[config.mk]
export PLATFORM = sky130hd
export DESIGN_NAME = addr_alu_datapath_flat
export DESIGN_NICKNAME = d
export VERILOG_FILES = /design/src/rtl/addr_alu_datapath_pkg.sv /design/src/rtl/addr_alu_datapath_if.sv /design/src/rtl/addr_alu_datapath_alu.sv /design/src/rtl/addr_alu_datapath.sv /design/src/flat_wrapper.sv
export SDC_FILE = /design/constraint.sdc
export NUM_CORES = 1
export LEC_CHECK = 0
export CAP_MARGIN = 20
export CORE_UTILIZATION = 41
export DETAILED_ROUTE_END_ITERATION = 10
export GPL_TIMING_DRIVEN = 0
export PLACE_DENSITY = 0.8
export SLEW_MARGIN = 40
export SYNTH_ARGS = -nofsm -noshare
export SYNTH_HDL_FRONTEND = slang
export SYNTH_SLANG_ARGS = --single-unit
[constraint.sdc]
create_clock -name clk -period 4.05 [get_ports clk]
set_input_delay 1.0125 -clock clk [delete_from_list [all_inputs] [get_ports clk]]
set_output_delay 1.0125 -clock clk [all_outputs]
set_load 0.02 [all_outputs]
[src/rtl/addr_alu_datapath_pkg.sv]
// addr_alu_pkg: shared encodings for the 65C02 address/ALU datapath slice.
//   - ABL base/offset selects, ABH base selects, ABH carry modes
//   - ALU function and mode selects
//   - default reset value of the address bus (reset vector)
package addr_alu_pkg;

    localparam logic [15:0] RESET_AB_DEFAULT = 16'hFFFC;

    // ABL base select, abl_op[3:2]
    localparam logic [1:0] ABL_BASE_HOLD = 2'b00;
    localparam logic [1:0] ABL_BASE_PCL  = 2'b01;
    localparam logic [1:0] ABL_BASE_DBL  = 2'b10;
    localparam logic [1:0] ABL_BASE_AHL  = 2'b11;

    // ABL offset select, abl_op[1:0]
    localparam logic [1:0] ABL_OFF_ZERO  = 2'b00;
    localparam logic [1:0] ABL_OFF_REG   = 2'b01;
    localparam logic [1:0] ABL_OFF_FF    = 2'b10;
    localparam logic [1:0] ABL_OFF_ONE   = 2'b11;

    // ABH base select, abh_op
    localparam logic [1:0] ABH_BASE_HOLD = 2'b00;
    localparam logic [1:0] ABH_BASE_PCH  = 2'b01;
    localparam logic [1:0] ABH_BASE_DBL  = 2'b10;
    localparam logic [1:0] ABH_BASE_ZP   = 2'b11;

    // ABH carry-in mode, abh_cmode
    localparam logic [1:0] ABH_CI_ZERO   = 2'b00;
    localparam logic [1:0] ABH_CI_ONE    = 2'b01;
    localparam logic [1:0] ABH_CI_ABL    = 2'b10;
    localparam logic [1:0] ABH_CI_RSVD   = 2'b11;

    // ALU function, alu_op[1:0]
    localparam logic [1:0] ALU_FN_OR     = 2'b00;
    localparam logic [1:0] ALU_FN_AND    = 2'b01;
    localparam logic [1:0] ALU_FN_EOR    = 2'b10;
    localparam logic [1:0] ALU_FN_ADD    = 2'b11;

    // ALU mode, alu_op[4:3]
    localparam logic [1:0] ALU_MD_FN     = 2'b00;
    localparam logic [1:0] ALU_MD_PASS   = 2'b01;
    localparam logic [1:0] ALU_MD_SHL    = 2'b10;
    localparam logic [1:0] ALU_MD_SHR    = 2'b11;

endpackage

[src/rtl/addr_alu_datapath_if.sv]
// addr_alu_datapath_if: op fields and bus signals between the microcode
// sequencer / parent CPU (master) and the address/ALU datapath (slave).
//   inputs to datapath : abl_op, abl_ci, abh_op, abh_cmode, abh_ff, pcl, pch,
//                        ahl, dbl, reg_r, alu_op, alu_ci, alu_si, alu_m
//   outputs            : ab, abl_co, alu_out, alu_co, alu_v
interface addr_alu_datapath_if;

    logic [3:0]  abl_op;
    logic        abl_ci;
    logic [1:0]  abh_op;
    logic [1:0]  abh_cmode;
    logic        abh_ff;
    logic [7:0]  pcl;
    logic [7:0]  pch;
    logic [7:0]  ahl;
    logic [7:0]  dbl;
    logic [7:0]  reg_r;
    logic [4:0]  alu_op;
    logic        alu_ci;
    logic        alu_si;
    logic [7:0]  alu_m;
    logic [15:0] ab;
    logic        abl_co;
    logic [7:0]  alu_out;
    logic        alu_co;
    logic        alu_v;

    modport master (
        output abl_op, abl_ci, abh_op, abh_cmode, abh_ff, pcl, pch, ahl, dbl,
               reg_r, alu_op, alu_ci, alu_si, alu_m,
        input  ab, abl_co, alu_out, alu_co, alu_v
    );

    modport slave (
        input  abl_op, abl_ci, abh_op, abh_cmode, abh_ff, pcl, pch, ahl, dbl,
               reg_r, alu_op, alu_ci, alu_si, alu_m,
        output ab, abl_co, alu_out, alu_co, alu_v
    );

endinterface

[src/rtl/addr_alu_datapath_alu.sv]
// dp_alu: purely combinational 8-bit ALU.
//   i_op[4:0] : [4:3] mode, [2] invert M, [1:0] function
//   i_r, i_m  : R and M operands
//   i_ci      : carry in, i_si : shift in
//   o_out     : result, o_co : carry out, o_v : signed overflow (add only)
module dp_alu
    import addr_alu_pkg::*;
(
    input  logic [4:0] i_op,
    input  logic [7:0] i_r,
    input  logic [7:0] i_m,
    input  logic       i_ci,
    input  logic       i_si,
    output logic [7:0] o_out,
    output logic       o_co,
    output logic       o_v
);

    logic [7:0] w_m;
    logic [8:0] w_sum;
    logic [7:0] w_fn;
    logic       w_fn_co;
    logic       w_is_add;

    assign w_m      = i_op[2] ? ~i_m : i_m;
    assign w_sum    = {1'b0, i_r} + {1'b0, w_m} + {8'b0, i_ci};
    assign w_is_add = (i_op[4:3] == ALU_MD_FN) && (i_op[1:0] == ALU_FN_ADD);

    always_comb begin
        w_fn    = '0;
        w_fn_co = i_ci;
        case (i_op[1:0])
            ALU_FN_OR:  w_fn = i_r | w_m;
            ALU_FN_AND: w_fn = i_r & w_m;
            ALU_FN_EOR: w_fn = i_r ^ w_m;
            default: begin
                w_fn    = w_sum[7:0];
                w_fn_co = w_sum[8];
            end
        endcase
    end

    always_comb begin
        o_out = w_fn;
        o_co  = w_fn_co;
        case (i_op[4:3])
            ALU_MD_PASS: begin
                o_out = w_m;
                o_co  = i_ci;
            end
            ALU_MD_SHL: begin
                o_out = {i_r[6:0], i_si};
                o_co  = i_r[7];
            end
            ALU_MD_SHR: begin
                o_out = {i_si, i_r[7:1]};
                o_co  = i_r[0];
            end
            default: ;
        endcase
    end

    // Operands share a sign but the result sign differs from it.
    assign o_v = w_is_add && (i_r[7] == w_m[7]) && (w_sum[7] != i_r[7]);

endmodule

[src/rtl/addr_alu_datapath.sv]
// addr_alu_datapath: registered 16-bit address bus (ABL/ABH with low-to-high
// carry) plus the combinational ALU.
//   clk : rising-edge clock
//   RST : synchronous active-high reset, loads RESET_AB into ab
//   bus : addr_alu_datapath_if.slave, op fields in, ab/abl_co/ALU results out
module addr_alu_datapath
    import addr_alu_pkg::*;
#(
    parameter logic [15:0] RESET_AB = RESET_AB_DEFAULT
) (
    input  logic               clk,
    input  logic               RST,
    addr_alu_datapath_if.slave bus
);

    logic [7:0] r_abl;
    logic [7:0] r_abh;
    logic [7:0] w_abl_base;
    logic [7:0] w_abl_off;
    logic [8:0] w_abl_sum;
    logic [7:0] w_abh_base;
    logic       w_abh_ci;
    logic [7:0] w_abh_next;

    always_comb begin
        w_abl_base = r_abl;
        case (bus.abl_op[3:2])
            ABL_BASE_PCL: w_abl_base = bus.pcl;
            ABL_BASE_DBL: w_abl_base = bus.dbl;
            ABL_BASE_AHL: w_abl_base = bus.ahl;
            default:      w_abl_base = r_abl;
        endcase
    end

    always_comb begin
        w_abl_off = 8'h00;
        case (bus.abl_op[1:0])
            ABL_OFF_REG: w_abl_off = bus.reg_r;
            ABL_OFF_FF:  w_abl_off = 8'hFF;
            ABL_OFF_ONE: w_abl_off = 8'h01;
            default:     w_abl_off = 8'h00;
        endcase
    end

    assign w_abl_sum = {1'b0, w_abl_base} + {1'b0, w_abl_off} + {8'b0, bus.abl_ci};

    always_comb begin
        w_abh_base = r_abh;
        case (bus.abh_op)
            ABH_BASE_PCH: w_abh_base = bus.pch;
            ABH_BASE_DBL: w_abh_base = bus.dbl;
            ABH_BASE_ZP:  w_abh_base = 8'h00;
            default:      w_abh_base = r_abh;
        endcase
    end

    always_comb begin
        w_abh_ci = 1'b0;
        case (bus.abh_cmode)
            ABH_CI_ONE: w_abh_ci = 1'b1;
            ABH_CI_ABL: w_abh_ci = w_abl_sum[8];
            default:    w_abh_ci = 1'b0;
        endcase
    end

    // 8-bit wrap: a carry out of ABH is intentionally dropped.
    assign w_abh_next = w_abh_base + {7'b0, w_abh_ci};

    always_ff @(posedge clk) begin
        if (RST) begin
            r_abl <= RESET_AB[7:0];
            r_abh <= RESET_AB[15:8];
        end else begin
            r_abl <= w_abl_sum[7:0];
            r_abh <= bus.abh_ff ? 8'hFF : w_abh_next;
        end
    end

    assign bus.ab     = {r_abh, r_abl};
    assign bus.abl_co = w_abl_sum[8];

    dp_alu u_alu (
        .i_op  (bus.alu_op),
        .i_r   (bus.reg_r),
        .i_m   (bus.alu_m),
        .i_ci  (bus.alu_ci),
        .i_si  (bus.alu_si),
        .o_out (bus.alu_out),
        .o_co  (bus.alu_co),
        .o_v   (bus.alu_v)
    );

endmodule

[src/flat_wrapper.sv]
// flat-port wrapper written by rule: the top's interface ports become plain ports
module addr_alu_datapath_flat import addr_alu_pkg::*;
#(
    parameter logic [15:0] RESET_AB = RESET_AB_DEFAULT
)
  (clk, RST, bus_abl_op, bus_abl_ci, bus_abh_op, bus_abh_cmode, bus_abh_ff, bus_pcl, bus_pch, bus_ahl, bus_dbl, bus_reg_r, bus_alu_op, bus_alu_ci, bus_alu_si, bus_alu_m, bus_ab, bus_abl_co, bus_alu_out, bus_alu_co, bus_alu_v);
  addr_alu_datapath_if bus_i ();
  input  logic clk;
  input  logic RST;
  input wire logic [$bits(bus_i.abl_op)-1:0] bus_abl_op;
  input wire logic [$bits(bus_i.abl_ci)-1:0] bus_abl_ci;
  input wire logic [$bits(bus_i.abh_op)-1:0] bus_abh_op;
  input wire logic [$bits(bus_i.abh_cmode)-1:0] bus_abh_cmode;
  input wire logic [$bits(bus_i.abh_ff)-1:0] bus_abh_ff;
  input wire logic [$bits(bus_i.pcl)-1:0] bus_pcl;
  input wire logic [$bits(bus_i.pch)-1:0] bus_pch;
  input wire logic [$bits(bus_i.ahl)-1:0] bus_ahl;
  input wire logic [$bits(bus_i.dbl)-1:0] bus_dbl;
  input wire logic [$bits(bus_i.reg_r)-1:0] bus_reg_r;
  input wire logic [$bits(bus_i.alu_op)-1:0] bus_alu_op;
  input wire logic [$bits(bus_i.alu_ci)-1:0] bus_alu_ci;
  input wire logic [$bits(bus_i.alu_si)-1:0] bus_alu_si;
  input wire logic [$bits(bus_i.alu_m)-1:0] bus_alu_m;
  output wire logic [$bits(bus_i.ab)-1:0] bus_ab;
  output wire logic [$bits(bus_i.abl_co)-1:0] bus_abl_co;
  output wire logic [$bits(bus_i.alu_out)-1:0] bus_alu_out;
  output wire logic [$bits(bus_i.alu_co)-1:0] bus_alu_co;
  output wire logic [$bits(bus_i.alu_v)-1:0] bus_alu_v;
  assign bus_i.abl_op = bus_abl_op;
  assign bus_i.abl_ci = bus_abl_ci;
  assign bus_i.abh_op = bus_abh_op;
  assign bus_i.abh_cmode = bus_abh_cmode;
  assign bus_i.abh_ff = bus_abh_ff;
  assign bus_i.pcl = bus_pcl;
  assign bus_i.pch = bus_pch;
  assign bus_i.ahl = bus_ahl;
  assign bus_i.dbl = bus_dbl;
  assign bus_i.reg_r = bus_reg_r;
  assign bus_i.alu_op = bus_alu_op;
  assign bus_i.alu_ci = bus_alu_ci;
  assign bus_i.alu_si = bus_alu_si;
  assign bus_i.alu_m = bus_alu_m;
  assign bus_ab = bus_i.ab;
  assign bus_abl_co = bus_i.abl_co;
  assign bus_alu_out = bus_i.alu_out;
  assign bus_alu_co = bus_i.alu_co;
  assign bus_alu_v = bus_i.alu_v;
  addr_alu_datapath #(.RESET_AB(RESET_AB)) u_core (.clk(clk), .RST(RST), .bus(bus_i));
endmodule
# Word-level counts from Yosys, hierarchy flattened
# Index checks and enable logic that the tools add are counted.
dict set report word_totals {
  in_bits 67
  out_inout_bits 27
  register_bits 16
  wordCells 46
}
dict set report classes {
  bitwise_logic 4
  mux 9
  addsub 5
  eq_ne 19
  n_reduce_logical 7
}
# op count
set op_table {}
lappend op_table {{8-bit one-hot mux with 3 select lines} 5}
lappend op_table {{2-bit == test (second input constant)} 11}
lappend op_table {{8-bit by 8-bit adder with 9-bit output} 2}
lappend op_table {{9-bit by 1-bit adder with 9-bit output} 2}
lappend op_table {{2-bit by 1-bit == test with 1-bit output (second input constant)} 6}
lappend op_table {{8-bit by 1-bit adder with 8-bit output} 1}
lappend op_table {{8-bit bitwise AND} 1}
lappend op_table {{8-bit 2-to-1 mux} 1}
lappend op_table {{8-bit inverter} 1}
lappend op_table {{8-bit bitwise OR} 1}
lappend op_table {{8-bit XOR} 1}
lappend op_table {{2-bit logical NOT} 2}
lappend op_table {{1-bit logical AND} 3}
lappend op_table {{1-bit one-hot mux with 3 select lines} 1}
lappend op_table {{3-bit OR reduction} 1}
lappend op_table {{1-bit one-hot mux with 2 select lines} 1}
lappend op_table {{2-bit OR reduction} 1}
lappend op_table {{1-bit == test} 1}
lappend op_table {{1-bit 2-to-1 mux} 1}
lappend op_table {{1-bit inequality test} 1}

# Logic depth before layout (Yosys ltp)
dict set report logic_depth {
  depth_word 6
  ltp_mapped 14
  depth_no_buf 13
}

# Cells and area by module
# A second synthesis with hierarchy kept.
dict set report unflattened {
  hier_cells 290
  hier_area_um2 2537.4
}
# mod instances area_each_um2 cells_per_inst seq_area_each_um2
set by_module_without_submodules {}
lappend by_module_without_submodules {addr_alu_datapath 1 1385.1 146 320.3}
lappend by_module_without_submodules {dp_alu 1 1152.4 144 0.0}

# Least setup slack after synthesis
# No wires, ideal clock.
dict set report synth_path {
  kind {input to register}
  startpoint {in bus_abl_op[3]}
  endpoint {reg u_core.r_abh[1]}
  cell_stages 12
  n_path_buf 1
  slack_ps -351
  required_ps 3923
  setup_time_ps 127
  arrival_time_ps 4274
  path_cell_list {buf_2 -> mux4_2 -> fa_1 -> fa_1 -> a21o_1 -> a21oi_1 -> o31ai_1 -> a21o_1 -> a22o_1 -> ha_1 -> ha_1 -> or3_1}
}
dict set report synth_via {
  elab_chain_cells 6
  elab_cells_between_ends 8
  cone_classes {3 x add/sub; 3 x eq/ne; 2 x mux}
}
# element line_no
set synth_rtl {}
lappend synth_rtl {{start: declaration} flat_wrapper.sv:10} ;# input wire logic [$bits(bus_i.abl_op)-1:0] bus_abl_op;
lappend synth_rtl {{2-bit == test or 2-bit by 1-bit == test with 1-bit output (tied branches)} addr_alu_datapath.sv:27} ;# case (bus.abl_op[3:2])
lappend synth_rtl {{8-bit one-hot mux with 3 select lines (*)} addr_alu_datapath.sv:27}
lappend synth_rtl {{8-bit by 8-bit adder with 9-bit output (*)} addr_alu_datapath.sv:45} ;# assign w_abl_sum = {1'b0, w_abl_base} + {1'b0, w_abl_off} + {8'b0, bus.abl_ci};
lappend synth_rtl {{9-bit by 1-bit adder with 9-bit output (*)} addr_alu_datapath.sv:45}
lappend synth_rtl {{net bus_abl_co} flat_wrapper.sv:25} ;# output wire logic [$bits(bus_i.abl_co)-1:0] bus_abl_co;
lappend synth_rtl {{1-bit one-hot mux with 2 select lines (*)} addr_alu_datapath.sv:59} ;# case (bus.abh_cmode)
lappend synth_rtl {{8-bit by 1-bit adder with 8-bit output (*)} addr_alu_datapath.sv:67} ;# assign w_abh_next = w_abh_base + {7'b0, w_abh_ci};
lappend synth_rtl {{net u_core.w_abh_next[1]} addr_alu_datapath.sv:23} ;# logic [7:0] w_abh_next;
lappend synth_rtl {{end signal: assignment} addr_alu_datapath.sv:72} ;# r_abh <= RESET_AB[15:8];
lappend synth_rtl {{end signal: assignment} addr_alu_datapath.sv:75} ;# r_abh <= bus.abh_ff ? 8'hFF : w_abh_next;
lappend synth_rtl {{end: declaration} addr_alu_datapath.sv:17} ;# logic [7:0] r_abh;
# The timed path passes the listed nets; every way through them passes the cells marked *.
# A chain may end at the register's enable or synchronous reset.

# Final worst setup path
dict set report layout_path {
  startpoint {in bus_alu_op[2]}
  endpoint {out bus_alu_out[6]}
}
dict set report layout_via {
  elab_chain_cells 5
  elab_cells_between_ends 8
  cone_classes {2 x add/sub; 3 x mux; 3 x bitwise}
}
# element line_no
set layout_rtl {}
lappend layout_rtl {{start: declaration} flat_wrapper.sv:20} ;# input wire logic [$bits(bus_i.alu_op)-1:0] bus_alu_op;
lappend layout_rtl {{8-bit 2-to-1 mux (*)} addr_alu_datapath_alu.sv:25} ;# assign w_m = i_op[2] ? ~i_m : i_m;
lappend layout_rtl {{8-bit by 8-bit adder with 9-bit output} addr_alu_datapath_alu.sv:26} ;# assign w_sum = {1'b0, i_r} + {1'b0, w_m} + {8'b0, i_ci};
lappend layout_rtl {{9-bit by 1-bit adder with 9-bit output} addr_alu_datapath_alu.sv:26}
lappend layout_rtl {{8-bit one-hot mux with 3 select lines} addr_alu_datapath_alu.sv:32} ;# case (i_op[1:0])
lappend layout_rtl {{8-bit one-hot mux with 3 select lines (*)} addr_alu_datapath_alu.sv:46} ;# case (i_op[4:3])
lappend layout_rtl {{end: declaration} flat_wrapper.sv:26} ;# output wire logic [$bits(bus_i.alu_out)-1:0] bus_alu_out;
# Every way passes the cells marked *; elsewhere a longest branch is shown, timed or not.

==> flow_metrics.py <==
metrics = {
    "critical_path": {
        "crit_path_frequent_cell": "buf_4",
        "crit_fanout": 7,
        "worst_setup_path_start_kind": "input pin",
        "crit_required_ns": 3.04,
        "max_stage_delay_ns": 0.38,
        "cpMaxStageDelayCell": "or3b_1",
        "cp_cell_sequence": "buf_16 > buf_6 > buf_4 > xor2_2 > inv_1 > ha_4 > a21oi_1 > or3b_1 > a31oi_1 > a311oi_2 > o31ai_2 > buf_4",
        "critical_path_arrival_ns": 3.20,
        "worstSetupPathType": "input pin to primary output",
        "end_kind": "primary output",
    },
    "drt": {
        "drt_iter0_drc": 111,
        "drc": 0,
        "vias_per_cell": 5.610,
        "drt_first_pass_iters": 4,
        "ant_nets": 0,
        "totalWireLength_mm": 7.886,
        "wl_per_cell_um": 16.89,
        "num_vias": 2620,
    },
    "logic_synthesis": {
        "yosysWarnings": 0,
        "synth_fp_nets": 387,
        "synth.distinct_cells": 49,
        "syn_area_per_cell_um2": 8.693,
        "async_flop_share": 0,
        "synth_seq_area_share": 0.1275,
        "ys_seq_elements": 16,
        "synth_enable_flop_cells": 0,
        "syn_inst": 289,
        "synth_ff_type": "dfxtp_1",
        "netlist_area_um2": 2512,
    },
    "sta": {
        "fmax_ghz": 0.2375,
        "tightest_slew_ns": 0.6114,
        "slew_violations": 0,
        "post-route-period-util": 1.040,
        "max_slew_margin": 0.5924,
        "period_minus_slack_ns": 4.211,
        "setup_viol": 3,
        "finClkSkew_ns": 0.0008905,
        "rsz0062_at_grt": "true",
        "hold_viol": 0,
        "setup_slack_ns": -0.1611,
        "hold_ws_ns": 0.7885,
    },
    "status": {
        "status": "finished with violations",
        "violations": "setup timing",
    },
    "pwr": {
        "total_power_uw": 974.1,
        "ir_worst_vdd_mv": 0.2857,
        "cellPowerDensity_nw_per_um2": 251.8,
        "power.leakage_uw": 0.001735,
    },
    "place": {
        "pre_cts_ws_ns": -1.018,
        "dpl.cell_count": 449,
        "place_hpwl_mm": 6.086,
        "gp_congestion": 0.8986,
        "port_buffers": 85,
    },
    "die": {
        "fp.dieW_um": 80.28,
        "num_io_pins": 94,
        "core_um2": 5921,
        "rows": 28,
        "die_h_um": 80.28,
        "initial_utilization": 0.4243,
        "dieArea_um2": 6445,
    },
    "finish": {
        "drive_above_1_share": 0.2602,
        "final_cell_mix": "55 x clkdlybuf4s50_1, 28 x inv_1, 21 x ha_1",
        "nets": 491,
        "area_delta_synth_final_pct": 53.98,
        "final_common_cell": "clkdlybuf4s50_1",
        "fillers": 461,
        "instances_no_fill": 467,
        "antennaDiodeCount": 0,
    },
    "min_path": {
        "hp-class": "flop to flop",
    },
    "clocking": {
        "clkLatencyLatePin_ns": 0.25,
        "numCtsBuffers": 3,
        "cts_tree": "built",
        "cts_buffer_depth": 2,
        "clkSinkCount": 16,
        "root_buffer": "clkbuf_8",
        "cts_hold_buf": 0,
        "htree_levels": 1,
        "clk_pin_slew_ns": 0.07,
    },
    "global_route": {
        "grt_use_total": 0.2424,
        "grt_pass1_vias": 2589,
        "overflow": 0,
        "antenna_found_initial": 0,
        "grt_pass1_wl_mm": 12.03,
        "grt_start_max_net_pins": 11,
    },
    "job": {
        "maxCapViolCount": 0,
    },
}
-- final timing paths --
path | from | end | slack [ns] | depth (start not counted)
worst max-delay path | bus_alu_op[2] | bus_alu_out[6] | -0.16 | 12
worst min-delay path | u_core.r_abh[7]$_SDFF_PP1_ | u_core.r_abh[7]$_SDFF_PP1_ | 0.79 | 5
worst max register to register | u_core.r_abl[0]$_SDFF_PP0_ | u_core.r_abh[1]$_SDFF_PP1_ | 0.75 | 11
worst min register to register | u_core.r_abh[7]$_SDFF_PP1_ | u_core.r_abh[7]$_SDFF_PP1_ | 0.79 | 5
-- worst max-delay path, delay by kind of cell --
| kind | cells | cell delay [ns] |
|---|---|---|
| adder cells (fa/ha/maj) | 1 | 0.32 |
| buffers and inverters | 5 | 0.68 |
| AND/OR/NAND/NOR | 1 | 0.38 |
| AO/OA/AOI/OAI | 4 | 0.65 |
| XOR/XNOR | 1 | 0.15 |
-- registers in the layout, indices dropped and copies added, names as in the netlist --
register / cells
u_core.r_abh: 8
u_core.r_abl: 8
-- timing repair --
action | CTS | global route
setup buffers | 14 | 1
resized for setup | 106 | 21
endpoints found under the setup margin | 15 | 14
gates cloned | 0 | 0
pin swaps | 18 | 16
-- cell type report --
cell class / count / area [um^2] / area share
timing repair buffer: 100 / 940.9 / 0.2432
buffer: 14 / 123.9 / 0.03202
clock buffer: 4 / 55.05 / 0.01423
inverter: 32 / 120.1 / 0.03105
tap: 75 / 93.84 / 0.02426
sequential: 16 / 320.3 / 0.08279
multi-input combinational: 226 / 2215 / 0.5724
-- cells by family (layout without fill, tap and decap cells) --
logic type | after synthesis | in the layout | synth area share
adders and majority gates | 31 | 31 | 0.1663
DFF | 16 | 16 | 0.1275
and+or+nand+nor | 69 | 69 | 0.1474
AOI/OAI and AO/OA | 78 | 78 | 0.2241
buffers and inverters | 47 | 150 | 0.08167
xor gates and xnor gates | 18 | 18 | 0.06275
muxes | 30 | 30 | 0.1902
-- metal layers --
metal  wire, um  track usage
met2       4009       0.4359
met5          0            0
met4        204      0.08036
met1       3285       0.2969
met3        387      0.02955
-- per-stage QoR --
step	setup TNS (ns)	cell area [um^2]	util
3_3_place_gp	-11.13	3530	0.5962
2_1_floorplan	-0.04924	2585	-
4_1_cts	-0.5496	3805	0.6426
3_5_place_dp	-11.87	3530	0.5962
5_1_grt	-0.7555	3869	0.6534
6_report	-0.3855	3869	0.6534
-- synth_stat cells, types with 3 or more instances --
cell / instances / area, um^2
o21ai_0: 13 / 65.06
nand3_1: 4 / 20.02
mux2i_1: 14 / 140.1
nand2_1: 19 / 71.32
nor2_1: 11 / 41.29
xnor2_1: 10 / 87.58
a31oi_1: 4 / 25.02
a311oi_1: 4 / 35.03
mux4_2: 14 / 315.3
xor2_1: 8 / 70.07
nor3_1: 8 / 40.04
a21oi_1: 15 / 75.07
ha_1: 27 / 337.8
buf_6: 3 / 33.78
fa_1: 4 / 80.08
nor4_1: 5 / 31.28
nor2b_1: 11 / 68.82
o31ai_1: 3 / 22.52
clkbuf_1: 5 / 18.77
a21o_1: 14 / 105.1
o21a_1: 6 / 45.04
inv_1: 32 / 120.1
buf_2: 5 / 25.02
nand2b_1: 4 / 25.02
dfxtp_1: 16 / 320.3
-- report_power, final --
part | switching [uW] | internal, uW | total (uW)
Sequential | 13.9 | 183 | 197
Clock | 59.9 | 86.4 | 146
Combinational | 311 | 320 | 631
Total | 385 | 589 | 974
Note: power is estimated with default switching activity, not from simulation.
